==> src/rtl/imem_pkg.sv <==
// Shared constants and types for the instruction-memory arbiter slice.
package imem_pkg;

    // Default byte-address width: 2^7 = 128-byte instruction memory.
    localparam int unsigned IMEM_ADDR_W = 7;

    // Little-endian word assembly: four bytes per fetched word.
    localparam int unsigned BYTE_W      = 8;
    localparam int unsigned WORD_BYTES  = 4;
    localparam int unsigned WORD_W      = BYTE_W * WORD_BYTES;

    // Arbiter priority state.
    typedef enum logic [0:0] {
        LOAD_PRI  = 1'b0,
        FETCH_PRI = 1'b1
    } arb_state_e;

endpackage

==> src/rtl/imem_arbiter_if.sv <==
// Fetch port, loader port and memory-side bus of the instruction-memory arbiter.
interface imem_arbiter_if
    import imem_pkg::*;
#(
    parameter int unsigned ADDR_W = IMEM_ADDR_W
);

    // Fetch port
    logic              f_req;
    logic [ADDR_W-1:0] f_addr;
    logic              f_gnt;
    logic              f_rvalid;
    logic [WORD_W-1:0] f_rdata;
    logic              f_err;

    // Loader port
    logic              l_req;
    logic [ADDR_W-1:0] l_addr;
    logic [BYTE_W-1:0] l_wdata;
    logic              l_gnt;

    // Memory side
    logic [ADDR_W-1:0] m_addr;
    logic              m_we;
    logic [BYTE_W-1:0] m_wdata;
    logic [WORD_W-1:0] m_rdata;

    // Arbiter view
    modport slave (
        input  f_req, f_addr, l_req, l_addr, l_wdata, m_rdata,
        output f_gnt, f_rvalid, f_rdata, f_err, l_gnt, m_addr, m_we, m_wdata
    );

    // Requester / memory view
    modport master (
        output f_req, f_addr, l_req, l_addr, l_wdata, m_rdata,
        input  f_gnt, f_rvalid, f_rdata, f_err, l_gnt, m_addr, m_we, m_wdata
    );

endinterface

==> src/rtl/imem_arbiter.sv <==
// Single-cycle arbiter sharing the instruction memory between the 32-bit
// fetch port and the byte-wide program loader. Loader has priority, bounded
// by MAX_LOAD_BURST consecutive grants while a fetch is pending.
module imem_arbiter
    import imem_pkg::*;
#(
    parameter int unsigned ADDR_W         = IMEM_ADDR_W,
    parameter int unsigned MAX_LOAD_BURST = 8
) (
    input  logic                 clk,
    input  logic                 rst_n,
    imem_arbiter_if.slave        bus
);

    localparam int unsigned      CNT_W      = $clog2(MAX_LOAD_BURST) + 1;
    localparam logic [CNT_W-1:0] BURST_LAST = CNT_W'(MAX_LOAD_BURST - 1);

    arb_state_e       state;
    logic [CNT_W-1:0] burst_cnt;
    logic             f_gnt_c;
    logic             l_gnt_c;

    // Grant selection: the current state decides which requester wins a tie.
    always_comb begin
        f_gnt_c = 1'b0;
        l_gnt_c = 1'b0;
        if (state == LOAD_PRI) begin
            l_gnt_c = bus.l_req;
            f_gnt_c = bus.f_req & ~bus.l_req;
        end else begin
            f_gnt_c = bus.f_req;
            l_gnt_c = bus.l_req & ~bus.f_req;
        end
    end

    assign bus.f_gnt = f_gnt_c;
    assign bus.l_gnt = l_gnt_c;

    // Memory mux: a granted loader write owns the address; otherwise fetch address.
    always_comb begin
        bus.m_addr  = bus.f_addr;
        bus.m_we    = 1'b0;
        bus.m_wdata = '0;
        if (l_gnt_c) begin
            bus.m_addr  = bus.l_addr;
            bus.m_we    = 1'b1;
            bus.m_wdata = bus.l_wdata;
        end
    end

    // Priority FSM and loader burst counter (counts only while fetch waits).
    always_ff @(posedge clk or negedge rst_n) begin
        if (!rst_n) begin
            state     <= LOAD_PRI;
            burst_cnt <= '0;
        end else begin
            case (state)
                LOAD_PRI: begin
                    if (l_gnt_c && bus.f_req) begin
                        if (burst_cnt == BURST_LAST) begin
                            state     <= FETCH_PRI;
                            burst_cnt <= '0;
                        end else begin
                            burst_cnt <= burst_cnt + 1'b1;
                        end
                    end else begin
                        burst_cnt <= '0;
                    end
                end
                FETCH_PRI: begin
                    burst_cnt <= '0;
                    if (f_gnt_c || !bus.f_req) begin
                        state <= LOAD_PRI;
                    end
                end
                default: begin
                    state     <= LOAD_PRI;
                    burst_cnt <= '0;
                end
            endcase
        end
    end

    // Fetch return register: data and alignment flag captured on grant.
    always_ff @(posedge clk or negedge rst_n) begin
        if (!rst_n) begin
            bus.f_rvalid <= 1'b0;
            bus.f_rdata  <= '0;
            bus.f_err    <= 1'b0;
        end else begin
            bus.f_rvalid <= f_gnt_c;
            if (f_gnt_c) begin
                bus.f_rdata <= bus.m_rdata;
                bus.f_err   <= |bus.f_addr[1:0];
            end
        end
    end

endmodule

==> src/flat_wrapper.sv <==
// flat-port wrapper written by rule: the top's interface ports become plain ports
module imem_arbiter_flat import imem_pkg::*;
#(
    parameter int unsigned ADDR_W         = IMEM_ADDR_W,
    parameter int unsigned MAX_LOAD_BURST = 8
)
  (clk, rst_n, bus_f_req, bus_f_addr, bus_l_req, bus_l_addr, bus_l_wdata, bus_m_rdata, bus_f_gnt, bus_f_rvalid, bus_f_rdata, bus_f_err, bus_l_gnt, bus_m_addr, bus_m_we, bus_m_wdata);
  imem_arbiter_if #(.ADDR_W(ADDR_W)) bus_i ();
  input  logic clk;
  input  logic rst_n;
  input wire logic [$bits(bus_i.f_req)-1:0] bus_f_req;
  input wire logic [$bits(bus_i.f_addr)-1:0] bus_f_addr;
  input wire logic [$bits(bus_i.l_req)-1:0] bus_l_req;
  input wire logic [$bits(bus_i.l_addr)-1:0] bus_l_addr;
  input wire logic [$bits(bus_i.l_wdata)-1:0] bus_l_wdata;
  input wire logic [$bits(bus_i.m_rdata)-1:0] bus_m_rdata;
  output wire logic [$bits(bus_i.f_gnt)-1:0] bus_f_gnt;
  output wire logic [$bits(bus_i.f_rvalid)-1:0] bus_f_rvalid;
  output wire logic [$bits(bus_i.f_rdata)-1:0] bus_f_rdata;
  output wire logic [$bits(bus_i.f_err)-1:0] bus_f_err;
  output wire logic [$bits(bus_i.l_gnt)-1:0] bus_l_gnt;
  output wire logic [$bits(bus_i.m_addr)-1:0] bus_m_addr;
  output wire logic [$bits(bus_i.m_we)-1:0] bus_m_we;
  output wire logic [$bits(bus_i.m_wdata)-1:0] bus_m_wdata;
  assign bus_i.f_req = bus_f_req;
  assign bus_i.f_addr = bus_f_addr;
  assign bus_i.l_req = bus_l_req;
  assign bus_i.l_addr = bus_l_addr;
  assign bus_i.l_wdata = bus_l_wdata;
  assign bus_i.m_rdata = bus_m_rdata;
  assign bus_f_gnt = bus_i.f_gnt;
  assign bus_f_rvalid = bus_i.f_rvalid;
  assign bus_f_rdata = bus_i.f_rdata;
  assign bus_f_err = bus_i.f_err;
  assign bus_l_gnt = bus_i.l_gnt;
  assign bus_m_addr = bus_i.m_addr;
  assign bus_m_we = bus_i.m_we;
  assign bus_m_wdata = bus_i.m_wdata;
  imem_arbiter #(.ADDR_W(ADDR_W), .MAX_LOAD_BURST(MAX_LOAD_BURST)) u_core (.clk(clk), .rst_n(rst_n), .bus(bus_i));
endmodule
==> config.mk <==
export PLATFORM = sky130hd
export DESIGN_NAME = imem_arbiter_flat
export DESIGN_NICKNAME = d
export VERILOG_FILES = /design/src/rtl/imem_pkg.sv /design/src/rtl/imem_arbiter_if.sv /design/src/rtl/imem_arbiter.sv /design/src/flat_wrapper.sv
export SDC_FILE = /design/constraint.sdc
export NUM_CORES = 1
export LEC_CHECK = 0
export CAP_MARGIN = 10
export CORE_ASPECT_RATIO = 1.1
export CORE_MARGIN = 4
export CORE_UTILIZATION = 38
export CTS_BUF_LIST = sky130_fd_sc_hd__clkbuf_4 sky130_fd_sc_hd__clkbuf_8
export CTS_CLUSTER_DIAMETER = 50
export CTS_CLUSTER_SIZE = 12
export DETAILED_ROUTE_END_ITERATION = 8
export PLACE_DENSITY_LB_ADDON = 0.08
export SETUP_SLACK_MARGIN = 0.2
export SLEW_MARGIN = 25
export SYNTH_ARGS = -nofsm -noshare
export SYNTH_HDL_FRONTEND = slang
export SYNTH_SLANG_ARGS = --single-unit
==> constraint.sdc <==
create_clock -name clk -period 1.5 [get_ports clk]
set_input_delay 0.15 -clock clk [delete_from_list [all_inputs] [get_ports clk]]
set_output_delay 0.15 -clock clk [all_outputs]
set_load 0.01 [all_outputs]
# Word level (Yosys, flattened, before mapping)
# Index checks and enable logic that the tools add are counted.
[totals] out_inout_bits=52 reg_bits=39
[classes] eq_ne=1 n_mux=12 n_reduce_logical=4 bitwise_logic=5 add_sub_neg=1
[op_table] cell="4-bit 2-to-1 mux" n=2
[op_table] cell="8-bit 2-to-1 mux" n=1
[op_table] cell="4-bit one-hot mux with 2 select lines" n=1
[op_table] cell="7-bit 2-to-1 mux" n=1
[op_table] cell="1-bit 2-to-1 mux" n=6
[op_table] cell="4-bit by 1-bit adder with 4-bit output, second input constant" n=1
[op_table] cell="4-bit by 3-bit == test with 1-bit output, second input constant" n=1
[op_table] cell="1-bit inverter" n=3
[op_table] cell="1-bit AND" n=2
[op_table] cell="1-bit one-hot mux with 2 select lines" n=1
[op_table] cell="2-bit OR reduction" n=1
[op_table] cell="1-bit logical AND" n=1
[op_table] cell="1-bit logical NOT" n=1
[op_table] cell="1-bit logical OR" n=1

# Longest topological paths before layout
[logic_depth] word_depth=6 depth_mapped=4 mapped_depth_nobuf=4

# Least setup slack after synthesis
# OpenSTA, ideal clock, no wires.
[synth_path] kind="flip-flop to output port" startpoint="register u_core.state" endpoint="output bus_m_addr[2]" required_time_ps=1350 arrival_time_ps=1202 stages_incl_launch_ff=4 path_buffers=1 slack_ps=148 path_cell_list="dfrtp_1 > a21boi_2 > buf_6 > mux2_1"
[synth_via] elab_chain_len=2
[synth_rtl] item="start, declared" line="imem_arbiter.sv:18" source="arb_state_e state;"
[synth_rtl] item="start signal, assigned" line="imem_arbiter.sv:54" source="state <= LOAD_PRI;"
[synth_rtl] item="start signal, assigned" line="imem_arbiter.sv:61" source="state <= FETCH_PRI;"
[synth_rtl] item="start signal, assigned" line="imem_arbiter.sv:73" source="state <= LOAD_PRI;"
[synth_rtl] item="1-bit 2-to-1 mux" line="imem_arbiter.sv:27" source="if (state == LOAD_PRI) begin"
[synth_rtl] item="net bus_l_gnt" line="flat_wrapper.sv:21" source="output wire logic [$bits(bus_i.l_gnt)-1:0] bus_l_gnt;"
[synth_rtl] item="7-bit 2-to-1 mux" line="imem_arbiter.sv:44" source="if (l_gnt_c) begin"
[synth_rtl] item="end, declared" line="flat_wrapper.sv:22" source="output wire logic [$bits(bus_i.m_addr)-1:0] bus_m_addr;"
# The timed path passes the listed nets, and every way through them passes these cells.

# Final worst setup path
[layout_path] startpoint="register u_core.state" endpoint="register u_core.bus.f_rdata[21]"
[layout_via] elab_chain_len=1
[layout_rtl] item="1-bit 2-to-1 mux" line="imem_arbiter.sv:27"
[layout_rtl] item="end signal, assigned" line="imem_arbiter.sv:93" source="bus.f_rdata <= bus.m_rdata;"
[layout_rtl] item="end, declared" line="imem_arbiter_if.sv:31" source="output f_gnt, f_rvalid, f_rdata, f_err, l_gnt, m_addr, m_we, m_wdata"
# No other way between the ends.
# A chain may end at the register's enable or synchronous reset.

==> flow_metrics.tcl <==
set metrics [dict create \
    grt_pass1_wl_microns 7686 \
    fp.coreArea_sq_um 4379 \
    cp-start-kind "flip-flop" \
    synth_top_area_share_pct 55.71 \
    async_flop_share_pct 100.0 \
    rsz0062_at_grt "yes" \
    setup_viol 48 \
    worst_slew_pin_slew_ps 371.6 \
    hold_path.class "in -> async" \
    fin_skew_ps 2.949 \
    dpl.cell_count 278 \
    syn_nets 171 \
    combPwrFrac_pct 30.9 \
    synthAdderAreaFrac_pct 0.7143 \
    grt_max_degree 18 \
    vias 1394 \
    final-max-slew-violation-count 0 \
    crit_type "reg -> reg" \
    fmax_mhz 599.0 \
    yosysMostFrequentCell "dfrtp_1" \
    cp-end-kind "flip-flop" \
    dieArea_sq_um 5761 \
    cts_made_buffers 5 \
    area_growth_pct 89.86 \
    dr.pass1.iters 4 \
    internal-power_w 0.002224 \
    gp_congestion 0.7756 \
    synth_cells 112 \
    start_util_pct 40.00 \
    antenna_cells 0 \
    setup_slack_ps -169.4 \
    fin_cells 299 \
    cp-startpoint "u_core.state" \
    drive_gt1_share_pct 40.41 \
    nNetsFinal 303 \
    cts_tree "yes" \
    violations "setup timing" \
    num-fill-cells 268 \
    crit_path_max_fanout 8 \
    r2r_end "u_core.bus.f_rdata[21]" \
    synthDistinctLibCells 21 \
    die_x_microns 72.74 \
    setup_tns_ps -5603 \
    routed_wl_microns 5114 \
    clk_pin_slew_ps 70 \
    synthMuxAreaShare_pct 31.86 \
    cts_buffer_depth 2 \
    maxCapViolations 0 \
    synthSimpleGateAreaFrac_pct 6.500 \
    synthFlopType "dfrtp_1" \
    grt_pass1_vias 1534 \
    period_share_pct 111.3 \
    avgSynthCellArea_sq_um 15.64 \
    cp.arrival_ps 1840 \
    crit_required_ps 1670 \
    crit_end "u_core.bus.f_rdata[21]" \
    via_per_inst 4.662 \
    outcome "finished, violations left" \
    seq_power_share_pct 42.9 \
    area.sequential_sq_um 975.9 \
    min_period_ps 1669 \
    ir_drop_uv 540.0 \
    dpl-instance-area_sq_um 2963 \
    synth_edf_count 0 \
    clock-sinks 39 \
    synth_area_leaders "dfrtp_1, mux2_4, mux2_2" \
    row_count 25 \
    drt_iter0_drc 23 \
    slew_headroom_pct 75.22 \
    io_pins 110 \
    grtUsageTotal_pct 17.66 \
    yosys-top-cells-count "dfrtp_1, mux2_4, mux2_2, and2_1, nor2_1" \
    dp_slack_ps -451.1 \
    power.density_nw_per_um2 885.9 \
    antenna_found_initial 0 \
    synth_xor_area_share_pct 0.5000 \
    p_sw_w 0.0007220 \
    ys_seq_area_share_pct 55.71 \
    rr_startpoint "u_core.state" \
    dp_hpwl_microns 3556 \
    p_sw_share_pct 24.51 \
    grt_remaining_overflow 0 \
    h-tree-depth 2 \
    mappedNetlistArea_sq_um 1752 \
    insertion_delay_ps 280 \
    io_buffers 109 \
    leakagePower_nw 1.643 \
    post-route-util_pct 75.94 \
    fp.dieH_microns 79.21 \
    clkPwrFrac_pct 26.2 \
    multi_input_area_sq_um 793.3 \
    worstRegToRegCells 8 \
    drc 0 \
    synth_top_family_by_area "multiplexers" \
    ys_ff_latch 39 \
    final_area_sq_um 3326 \
    wl_per_cell_microns 17.10 \
    synth_compound_gate_area_share_pct 1.286 \
    final_hold_viol_count 0 \
    r2r_slack_ps -170 \
    yosysTopAreaCell "dfrtp_1" \
    antenna_left 0 \
    cts-root-buf "clkbuf_8" \
    ys_warn_count 0 \
]
[layer usage]
metal / global-route usage, % / vias to the layer above / part of all wire (%)
met5: 0 / - / 0
met4: 4.982 / 0 / 0.86
li1: - / 649 / -
met3: 6.709 / 5 / 10
met1: 18.90 / 663 / 36
met2: 31.86 / 77 / 53
[power by group through the flow]
| stage | registers, W | clock network (W) | logic (W) |
|---|---|---|---|
| 2_1_floorplan | 0.00134 | 0 | 0.000288 |
| 3_3_place_gp | 0.00128 | 0 | 0.000892 |
| 3_5_place_dp | 0.00128 | 0 | 0.000910 |
| 4_1_cts | 0.00126 | 0.000792 | 0.000868 |
| 5_1_grt | 0.00128 | 0.000843 | 0.000969 |
| 6_report | 0.00126 | 0.000773 | 0.000910 |
[worst min path at each step]
stage,from,to,slack [ps],cells after the start
finish,rst_n,u_core.bus.f_rdata[22],310,2
global route,rst_n,u_core.bus.f_rdata[22],340,2
detailed placement,rst_n,u_core.bus.f_rdata[22],80,1
global placement,rst_n,u_core.bus.f_rdata[28],70,1
CTS,rst_n,u_core.bus.f_rdata[22],310,2
floorplan,rst_n,u_core.burst_cnt[0],-150,0
[state kept, by name (all words and copies together) (netlist names)]
register and count:
u_core.bus.f_rvalid 1, u_core.burst_cnt 4, u_core.state 1, u_core.bus.f_err 1, u_core.bus.f_rdata 32
[worst max-delay path, cell delays in order, from the launching register on]
cell and delay, ps:
dfrtp_1 410, buf_4 150, buf_6 100, nand2b_4 140
nand2_4 70, buf_12 140, buf_12 110, buf_16 120
mux2_4 300
[logic make-up (layout without fill, tap and decap cells)]
kind of cell | after synthesis | count (layout)
fa+ha+maj | 1 | 1
mux | 40 | 40
xor+xnor | 1 | 1
simple gates | 21 | 21
compound gates | 3 | 3
flops | 39 | 39
buf+inv | 7 | 140
[stage by stage]
stage	power (W)	hold WS (ps)
2_1_floorplan	0.001628	-145.6
3_3_place_gp	0.002170	71.21
3_5_place_dp	0.002194	83.97
4_1_cts	0.002923	310.7
5_1_grt	0.003094	340.6
6_report	0.002946	312.7
[area by class of cell]
type | instances | share of cell area (%)
Timing Repair Buffer | 130 | 41.42
Sequential cell | 39 | 29.35
Multi-Input combinational cell | 66 | 23.85
Clock buffer | 8 | 3.123
Tap cell | 54 | 2.032
Inverter | 2 | 0.2257
[cell usage in the layout, fill, tap and decap left out, drive strengths merged]
cell / count
ha: 1
nand3: 1
nor3: 2
a31oi: 1
xnor2: 1
buf: 38
nand2: 2
nor2: 6
a21boi: 1
dfrtp: 39
and2: 8
clkbuf: 9
inv: 2
mux2i: 1
dlygate4sd3: 1
a21oi: 1
clkdlybuf4s50: 56
nand3b: 1
nand2b: 1
dlygate4sd2: 34
mux2: 39
[timing repair]
item                                    in CTS  in global routing
gates cloned                                 3                  1
resized for setup                          117                 33
pin swaps                                    1                  9
hold endpoints to repair                    15                  0
hold buffers                                 1                  0
buffers inserted                             8                  0
endpoints found under the setup margin      84                 50
(Power assumes the default switching activity.)
